--- src/rtl/execute_stage.sv ---
// rtl/execute_stage.sv - MIPS-style execute stage: ALU, EX/MEM register, iterative MULTU (and DIVU with EXEC_DIV_EN)
// Optional divider: define EXEC_DIV_EN to enable the DIV state and restoring divider.
module execute_stage #(
    parameter int XLEN    = 32,
    parameter int REGADDR = 5,
    parameter int SHW     = 5
) (
    input  logic               CLK,
    input  logic               RST,
    input  logic               flush,
    input  logic               in_valid,
    output logic               in_ready,
    input  logic               alu_src,
    input  logic               reg_dst,
    input  logic               branch,
    input  logic               mem_read,
    input  logic               mem_write,
    input  logic               reg_write,
    input  logic               mem_to_reg,
    input  logic [3:0]         alu_ctrl,
    input  logic [XLEN-1:0]    npc,
    input  logic [XLEN-1:0]    rs_data,
    input  logic [XLEN-1:0]    rt_data,
    input  logic [XLEN-1:0]    imm,
    input  logic [REGADDR-1:0] rt_addr,
    input  logic [REGADDR-1:0] rd_addr,
    output logic               out_valid,
    input  logic               out_ready,
    output logic               out_branch,
    output logic               out_mem_read,
    output logic               out_mem_write,
    output logic               out_reg_write,
    output logic               out_mem_to_reg,
    output logic               out_zero,
    output logic [XLEN-1:0]    out_target,
    output logic [XLEN-1:0]    out_alu,
    output logic [XLEN-1:0]    out_store,
    output logic [REGADDR-1:0] out_dest,
    output logic [XLEN-1:0]    hi,
    output logic [XLEN-1:0]    lo
);
    localparam int CW = (XLEN > 2) ? $clog2(XLEN) : 1;
    localparam logic [CW-1:0] CNT_LAST = CW'(XLEN - 1);

    typedef enum logic [1:0] {S_IDLE, S_MUL, S_DIV, S_DONE} state_t;
    state_t state_q, state_d;

    logic [CW-1:0]      cnt_q, cnt_d;
    logic [2*XLEN-1:0]  acc_q, acc_d, acc_step;
    logic [XLEN-1:0]    opb_q, opb_d;
    logic [3:0]         hold_ctl_q, hold_ctl_d;
    logic [XLEN-1:0]    hold_target_q, hold_target_d, hold_store_q, hold_store_d;
    logic [REGADDR-1:0] hold_dest_q, hold_dest_d;

    logic               out_valid_q, out_valid_d, out_rw_q, out_rw_d, out_zero_q, out_zero_d;
    logic [3:0]         out_ctl_q, out_ctl_d;
    logic [XLEN-1:0]    out_target_q, out_target_d, out_alu_q, out_alu_d, out_store_q, out_store_d;
    logic [REGADDR-1:0] out_dest_q, out_dest_d;
    logic [XLEN-1:0]    hi_q, hi_d, lo_q, lo_d;

    logic [XLEN-1:0]    b_op, target, alu_res;
    logic [REGADDR-1:0] dest;
    logic [SHW-1:0]     shamt;
    logic [XLEN:0]      mul_sum;
    logic               can_load, accept, is_mul, is_div, busy, finish, complete;

    assign b_op     = alu_src ? imm : rt_data;
    assign dest     = reg_dst ? rd_addr : rt_addr;
    assign target   = npc + (imm << 2);
    assign shamt    = rs_data[SHW-1:0];
    assign can_load = !out_valid_q || out_ready;
    assign in_ready = (state_q == S_IDLE) && can_load;
    assign accept   = in_valid && in_ready && !flush;
    assign is_mul   = (alu_ctrl == 4'd11);
    assign busy     = (state_q == S_MUL) || (state_q == S_DIV);
    assign finish   = busy && (cnt_q == '0);
    assign complete = !flush && can_load && (finish || state_q == S_DONE);

    always_comb begin
        alu_res = '0;
        case (alu_ctrl)
            4'd0:    alu_res = rs_data + b_op;
            4'd1:    alu_res = rs_data - b_op;
            4'd2:    alu_res = rs_data & b_op;
            4'd3:    alu_res = rs_data | b_op;
            4'd4:    alu_res = rs_data ^ b_op;
            4'd5:    alu_res = ~(rs_data | b_op);
            4'd6:    alu_res = XLEN'($signed(rs_data) < $signed(b_op));
            4'd7:    alu_res = XLEN'(rs_data < b_op);
            4'd8:    alu_res = b_op << shamt;
            4'd9:    alu_res = b_op >> shamt;
            4'd10:   alu_res = $unsigned($signed(b_op) >>> shamt);
            4'd13:   alu_res = hi_q;
            4'd14:   alu_res = lo_q;
            4'd15:   alu_res = b_op << (XLEN / 2);
            default: alu_res = '0;
        endcase
    end

    // Shift-add: {carry, hi} accumulates the multiplicand while the multiplier shifts out of lo.
    assign mul_sum = {1'b0, acc_q[2*XLEN-1:XLEN]} + (acc_q[0] ? {1'b0, opb_q} : '0);

`ifdef EXEC_DIV_EN
    logic [XLEN:0]   div_rem;
    logic [XLEN-1:0] div_diff;
    logic            div_ge;
    assign is_div   = (alu_ctrl == 4'd12);
    assign div_rem  = {acc_q[2*XLEN-1:XLEN], acc_q[XLEN-1]};
    assign div_ge   = (div_rem >= {1'b0, opb_q});
    assign div_diff = div_rem[XLEN-1:0] - opb_q;

    always_comb begin
        acc_step = {mul_sum, acc_q[XLEN-1:1]};
        if (state_q == S_DIV)
            acc_step = {div_ge ? div_diff : div_rem[XLEN-1:0], acc_q[XLEN-2:0], div_ge};
    end
`else
    assign is_div   = 1'b0;
    assign acc_step = {mul_sum, acc_q[XLEN-1:1]};
`endif

    always_ff @(posedge CLK or posedge RST) begin
        if (RST) state_q <= S_IDLE;
        else     state_q <= state_d;
    end

    always_comb begin
        state_d = state_q;
        if (flush) begin
            state_d = S_IDLE;
        end else begin
            case (state_q)
                S_IDLE: begin
                    if (accept && is_mul)      state_d = S_MUL;
                    else if (accept && is_div) state_d = S_DIV;
                end
                S_MUL, S_DIV: if (cnt_q == '0) state_d = can_load ? S_IDLE : S_DONE;
                S_DONE:       if (can_load)    state_d = S_IDLE;
                default:      state_d = S_IDLE;
            endcase
        end
    end

    always_comb begin
        cnt_d = cnt_q;  acc_d = acc_q;  opb_d = opb_q;
        hold_ctl_d = hold_ctl_q;  hold_target_d = hold_target_q;
        hold_store_d = hold_store_q;  hold_dest_d = hold_dest_q;
        out_valid_d = out_valid_q;  out_ctl_d = out_ctl_q;  out_rw_d = out_rw_q;
        out_zero_d = out_zero_q;  out_target_d = out_target_q;  out_alu_d = out_alu_q;
        out_store_d = out_store_q;  out_dest_d = out_dest_q;
        hi_d = hi_q;  lo_d = lo_q;

        if (busy) begin
            acc_d = acc_step;
            if (cnt_q != '0) cnt_d = cnt_q - CW'(1);
        end

        if (flush) begin
            out_valid_d = 1'b0;
            cnt_d       = '0;
        end else if (complete) begin
            // HI/LO commit together with the entry; a stalled result waits in acc_q.
            out_valid_d  = 1'b1;
            out_ctl_d    = hold_ctl_q;
            out_rw_d     = 1'b0;
            out_zero_d   = 1'b1;
            out_alu_d    = '0;
            out_target_d = hold_target_q;
            out_store_d  = hold_store_q;
            out_dest_d   = hold_dest_q;
            {hi_d, lo_d} = (state_q == S_DONE) ? acc_q : acc_step;
        end else if (accept) begin
            if (is_mul || is_div) begin
                acc_d         = {{XLEN{1'b0}}, rs_data};
                opb_d         = b_op;
                cnt_d         = CNT_LAST;
                hold_ctl_d    = {branch, mem_read, mem_write, mem_to_reg};
                hold_target_d = target;
                hold_store_d  = rt_data;
                hold_dest_d   = dest;
                out_valid_d   = 1'b0;
            end else begin
                out_valid_d  = 1'b1;
                out_ctl_d    = {branch, mem_read, mem_write, mem_to_reg};
                out_rw_d     = reg_write && (alu_ctrl != 4'd12);
                out_zero_d   = (alu_res == '0);
                out_alu_d    = alu_res;
                out_target_d = target;
                out_store_d  = rt_data;
                out_dest_d   = dest;
            end
        end else if (out_ready) begin
            out_valid_d = 1'b0;
        end
    end

    always_ff @(posedge CLK or posedge RST) begin
        if (RST) begin
            cnt_q <= '0;  acc_q <= '0;  opb_q <= '0;
            hold_ctl_q <= '0;  hold_target_q <= '0;  hold_store_q <= '0;  hold_dest_q <= '0;
            out_valid_q <= 1'b0;  out_ctl_q <= '0;  out_rw_q <= 1'b0;  out_zero_q <= 1'b0;
            out_target_q <= '0;  out_alu_q <= '0;  out_store_q <= '0;  out_dest_q <= '0;
            hi_q <= '0;  lo_q <= '0;
        end else begin
            cnt_q <= cnt_d;  acc_q <= acc_d;  opb_q <= opb_d;
            hold_ctl_q <= hold_ctl_d;  hold_target_q <= hold_target_d;
            hold_store_q <= hold_store_d;  hold_dest_q <= hold_dest_d;
            out_valid_q <= out_valid_d;  out_ctl_q <= out_ctl_d;  out_rw_q <= out_rw_d;
            out_zero_q <= out_zero_d;  out_target_q <= out_target_d;  out_alu_q <= out_alu_d;
            out_store_q <= out_store_d;  out_dest_q <= out_dest_d;
            hi_q <= hi_d;  lo_q <= lo_d;
        end
    end

    assign out_valid      = out_valid_q;
    assign {out_branch, out_mem_read, out_mem_write, out_mem_to_reg} = out_ctl_q;
    assign out_reg_write  = out_rw_q;
    assign out_zero       = out_zero_q;
    assign out_target     = out_target_q;
    assign out_alu        = out_alu_q;
    assign out_store      = out_store_q;
    assign out_dest       = out_dest_q;
    assign hi             = hi_q;
    assign lo             = lo_q;
endmodule

--- config.mk ---
export PLATFORM = sky130hd
export DESIGN_NAME = execute_stage
export DESIGN_NICKNAME = d
export VERILOG_FILES = /design/src/rtl/execute_stage.sv
export SDC_FILE = /design/constraint.sdc
export NUM_CORES = 2
export LEC_CHECK = 0
export ABC_AREA = 1
export CORE_MARGIN = 2
export CORE_UTILIZATION = 40
export DETAILED_ROUTE_END_ITERATION = 10
export PLACE_DENSITY = 0.61
export SYNTH_ARGS = -nofsm -noshare
export SYNTH_HDL_FRONTEND = slang
export SYNTH_SLANG_ARGS = --single-unit
--- constraint.sdc ---
create_clock -name CLK -period 13.7 [get_ports CLK]
set_input_delay 2.74 -clock CLK [delete_from_list [all_inputs] [get_ports CLK]]
set_output_delay 2.74 -clock CLK [all_outputs]
set_load 0.05 [all_outputs]
=== After elaboration in Yosys (flattened, before gate mapping) ===
Cells that the tools add are included.

* Register bits after elaboration: 348
* Output and inout port bits: 173
* Logic and storage cells: 129

* $add $sub $neg: 5
* Order comparisons: 2
* Equal/unequal tests: 22
* Shift operators: 3
* Mux-type cells: 48
* Bitwise logic cells: 6
* Reductions and logical operators: 25

{| class="wikitable"
|+ Operators with widths
! operator !! count
|-
| case mux 32 bit (14 select lines) || 1
|-
| 2-to-1 mux 64 bit || 6
|-
| 2-to-1 mux 32 bit || 11
|-
| adder 32 bit || 2
|-
| < comparator 32 bit || 2
|-
| 2-to-1 mux 5 bit || 10
|-
| adder 32 x 32 -> 33 bit || 1
|-
| bitwise AND 32 bit || 1
|-
| zero test 32 bit || 1
|-
| inverter 32 bit || 1
|-
| OR 32 bit || 1
|-
| left shift 32 x 5 -> 32 bit || 1
|-
| right shift 32 x 5 -> 32 bit || 1
|-
| >>> shifter 32 x 5 -> 32 bit || 1
|-
| subtractor 32 bit || 1
|-
| XOR 32 bit || 1
|-
| equality test 4 bit (second input constant) || 7
|-
| equality test 4 x 3 -> 1 bit (second input constant) || 4
|-
| 2-to-1 mux 4 bit || 3
|-
| 2-to-1 mux 1 bit || 11
|-
| 2-to-1 mux 2 bit || 5
|-
| equality test 4 x 2 -> 1 bit (second input constant) || 2
|-
| logical AND 1 bit || 8
|-
| != test 3 bit (second input constant) || 2
|-
| other kinds (21) || 27
|}

=== Longest topological paths before layout ===
* Depth after elaboration: 9
* Depth in mapped cells: 26
* Depth with buffers taken out: 25

=== Worst setup path before layout ===
No wires, ideal clock.

* Path type: input-to-output
* Start point: in out_ready
* End point: out in_ready
* Data arrival time: 3.462 ns
* Data required time: 10.960 ns
* Slack: 7.498 ns
* Stages: 2
* Cell sequence: nor2_1 nor2_1

* Word-level cells in the longest chain between the ends: 2

{| class="wikitable"
|+ Ends and longest elaborated chain
! what !! line !! text
|-
| start: declaration || 28 || <nowiki>input logic out_ready,</nowiki>
|-
| logical OR 1 bit || 71 || <nowiki>assign can_load = !out_valid_q || out_ready;</nowiki>
|-
| logical AND 1 bit || 72 || <nowiki>assign in_ready = (state_q == S_IDLE) && can_load;</nowiki>
|-
| end: declaration || 12 || <nowiki>output logic in_ready,</nowiki>
|}

Every way passes these cells.

=== Final worst setup path ===
Same ends and word-level chain as after synthesis.

==> results.md <==
* Area contributors post-synth: dfrtp_1 (30%), nand2_1 (18%), nand3_1 (8.6%)
* Asr flop ratio synth at 100%
* Initial core utilization at roughly two fifths
* Ys Warns at 0
* # IOs at 327
* 1st-pass router iterations at 6
* Mapped Cells at roughly 4500
* Setup crit start kind: input pin
* Die Width at approximately 270 um
* Flip-flop and latch area at about 0.0087 sq mm
* Initial DRC Count at a little under 4000
* Fin Hold WS at approximately 0.48 ns
* Worst EP required at ~11 ns
* Power per Cell Area at 183 mW/mm^2
* Final Util at a little under half
* Mapped cell area at 0.0292 sq mm
* Vias in the first global route at 30700
* Max Freq at about 140 MHz
* WL per Instance at approximately 25 um
* Max Clock Skew at between 0.03 and 0.04 ns
* Final wirelength at 141000 um
* Final Hold Fails at 0
* Clock Path Buffers at 3
* First-pass GRT wire length at between 200000 and 250000 um
* Post-synthesis register bit count at ~350
* Largest area contributor in the netlist: dfrtp_1
* RSZ-0062 raised after global routing: no
* Final setup viols at 0
* Maximum vdd ir drop at about 240 uV
* Max Cap Viol at 0
* Setup CP Type: in2out
* Rows at slightly below 100
* CTS tree: built
* CP endpoint kind: output port
* Area delta synth->final at 18.6%
* Status: finished clean
* FILL cells at between 7000 and 8000
* Postcts setup bufs at 0
* Initial antenna violation count at 13
* CP arrival at about 4.2 ns
* H-tree depth at 2
* Total CTS buffers at 43
* Clock Pin Slew Worst Setup and Hold Paths at 0.06 ns
* Die Footprint at about 0.075 sq mm
* # resized after CTS at 0
* Most frequent cells after synthesis: nand2_1 (1373), inv_1 (523), nand3_1 (504), dfrtp_1 (348), o21ai_0 (327)
* Post-synth top flop: dfrtp_1
* Syn_nets at ~4800
* CTS Hold Bufs at 0
* Largest net degree at the start of global routing at ~150
* Via count at 32800
* Final global-route overflow total at 0
* Worst Path Max Fanout at 3
* Hpwl dp at roughly 110000 um
* HP Class: reg2reg
* Post-Route Setup TNS at 0 ns
* EDFF count, synth at 0
* Sequential area share after synthesis at roughly 30%
* Core ar. at 0.0727 sq mm
* Most numerous cell in the Yosys netlist: nand2_1
* IO Port Bufs at around 330
* Crit share post-route at 50.8%
* Syn_area_per_cell at 6.47 sq um
* Clock root buffer: clkbuf_16
* Area share of the largest cell type after synthesis at around 30%
* Tmin final at between 6 and 7 ns
* GRT Util Overall at between 30% and 40%
* Die span in y at roughly 270 um
* Worst-margin pin slew at between 1 and 1.5 ns
* LEAKAGE at approximately 17 nW
* Share of cells above drive strength 1 at under 10%
* Synth cell types at 58
* Layout net count at about 5000
* Post-route ant nets at 0
* Clock sink count at roughly 350
* Post-route DRC at 0
* Placer's final routability congestion estimate at between 1 and 1.5
* Area taken by multi-input logic gates at roughly 0.018 sq mm
* Max Slew Vio Count at 0
* Vias per inst at between 5 and 6
* Max_slew headroom at between 10% and 20%
* Clk Latency, worst-skew pair at slightly above 0.6 ns
[state kept, by name (all words and copies together) (netlist names), 2 cells and up]
name,cells
hold_ctl_q,4
out_dest,5
lo,32
hi,32
cnt_q,5
hold_store_q,32
state_q,2
out_store,32
acc_q,64
out_ctl_q,4
out_target,32
out_alu,32
opb_q,32
hold_target_q,32
hold_dest_q,5
[cell families (layout without fill, tap and decap cells)]
family                     Yosys count  count (layout)  share of synthesized area, %
muxes                                4               4                         0.141
xor gates and xnor gates            41              41                          1.23
buffers and inverters              751             982                          10.1
other                                0               5                             0
AOI/OAI and AO/OA                  856             856                          17.5
DFF                                348             348                          29.8
and+or+nand+nor                   2346            2346                          33.8
adders and majority gates          171             171                          7.42
[cell usage in the layout, fill, tap and decap left out, drive strengths merged, types with 12 or more instances in the layout]
master and count:
dfrtp 348, o21ai 356, nor4 13, ha 167, inv 538, o21bai 14
xor2 21, a21o 13, nor3 39, or2 16, o221ai 12, a31oi 19
buf 47, nand2 1391, a21oi 203, nand4 37, o211ai 142, nand3 526
clkinv 12, clkbuf 53, xnor2 20, nor2 312, a22o 24, clkdlybuf4s50 322
o22ai 30
[worst paths after layout]
| check | start | endpoint | slack [ns] | depth (start not counted) |
|---|---|---|---|---|
| setup / recovery | out_ready | in_ready | 6.75 | 4 |
| hold / removal | hold_target_q[22] | hold_target_q[22] | 0.48 | 2 |
| min in group asynchronous | RST | hold_target_q[21] | 2.61 | 2 |
| hold reg to reg | hold_target_q[22] | hold_target_q[22] | 0.48 | 2 |
| max in group asynchronous | RST | out_alu[17] | 8.98 | 4 |
| setup reg to reg | state_q[1] | out_alu[27] | 8.56 | 13 |
[critical path: stages]
cell and delay [ns]:
clkdlybuf4s50_1 0.45, nor2_1 0.06, nor2_1 0.13, clkdlybuf4s50_1 0.83
[per-stage QoR]
step           total power, W  cell area (sq um)  setup WS, ns  instances
6_report              0.00635              34700          6.75       5712
5_1_grt               0.00670              34700          6.38       5707
4_1_cts               0.00634              34700          6.75       5707
3_5_place_dp          0.00505              33100          6.30       5631
3_3_place_gp          0.00503              33100          6.33       5631
2_1_floorplan         0.00382              29200          1.31       4517
[report_power, final]
group          switching (W)  leakage [nW]  internal, W
Combinational        0.00227          12.0      0.00101
Clock               0.000511         0.750     0.000761
Sequential          0.000368          4.40      0.00144
Total                0.00315          17.1      0.00321
[metal layers]
layer	track usage (%)	routed length, um
met1	49.2	58800
met2	57.0	61100
met3	6.57	12700
met4	19.4	8450
met5	0	134
[area by class of cell]
type / instances / share of cell area (%)
Antenna cell: 5 / 0.0361
Clock buffer: 53 / 3.35
Timing Repair Buffer: 369 / 10.3
Sequential cell: 348 / 25.1
Clock inverter: 23 / 1.07
Tap cell: 959 / 3.46
Inverter: 537 / 5.86
Multi-Input combinational cell: 3418 / 50.8
(Power assumes the default switching activity.)
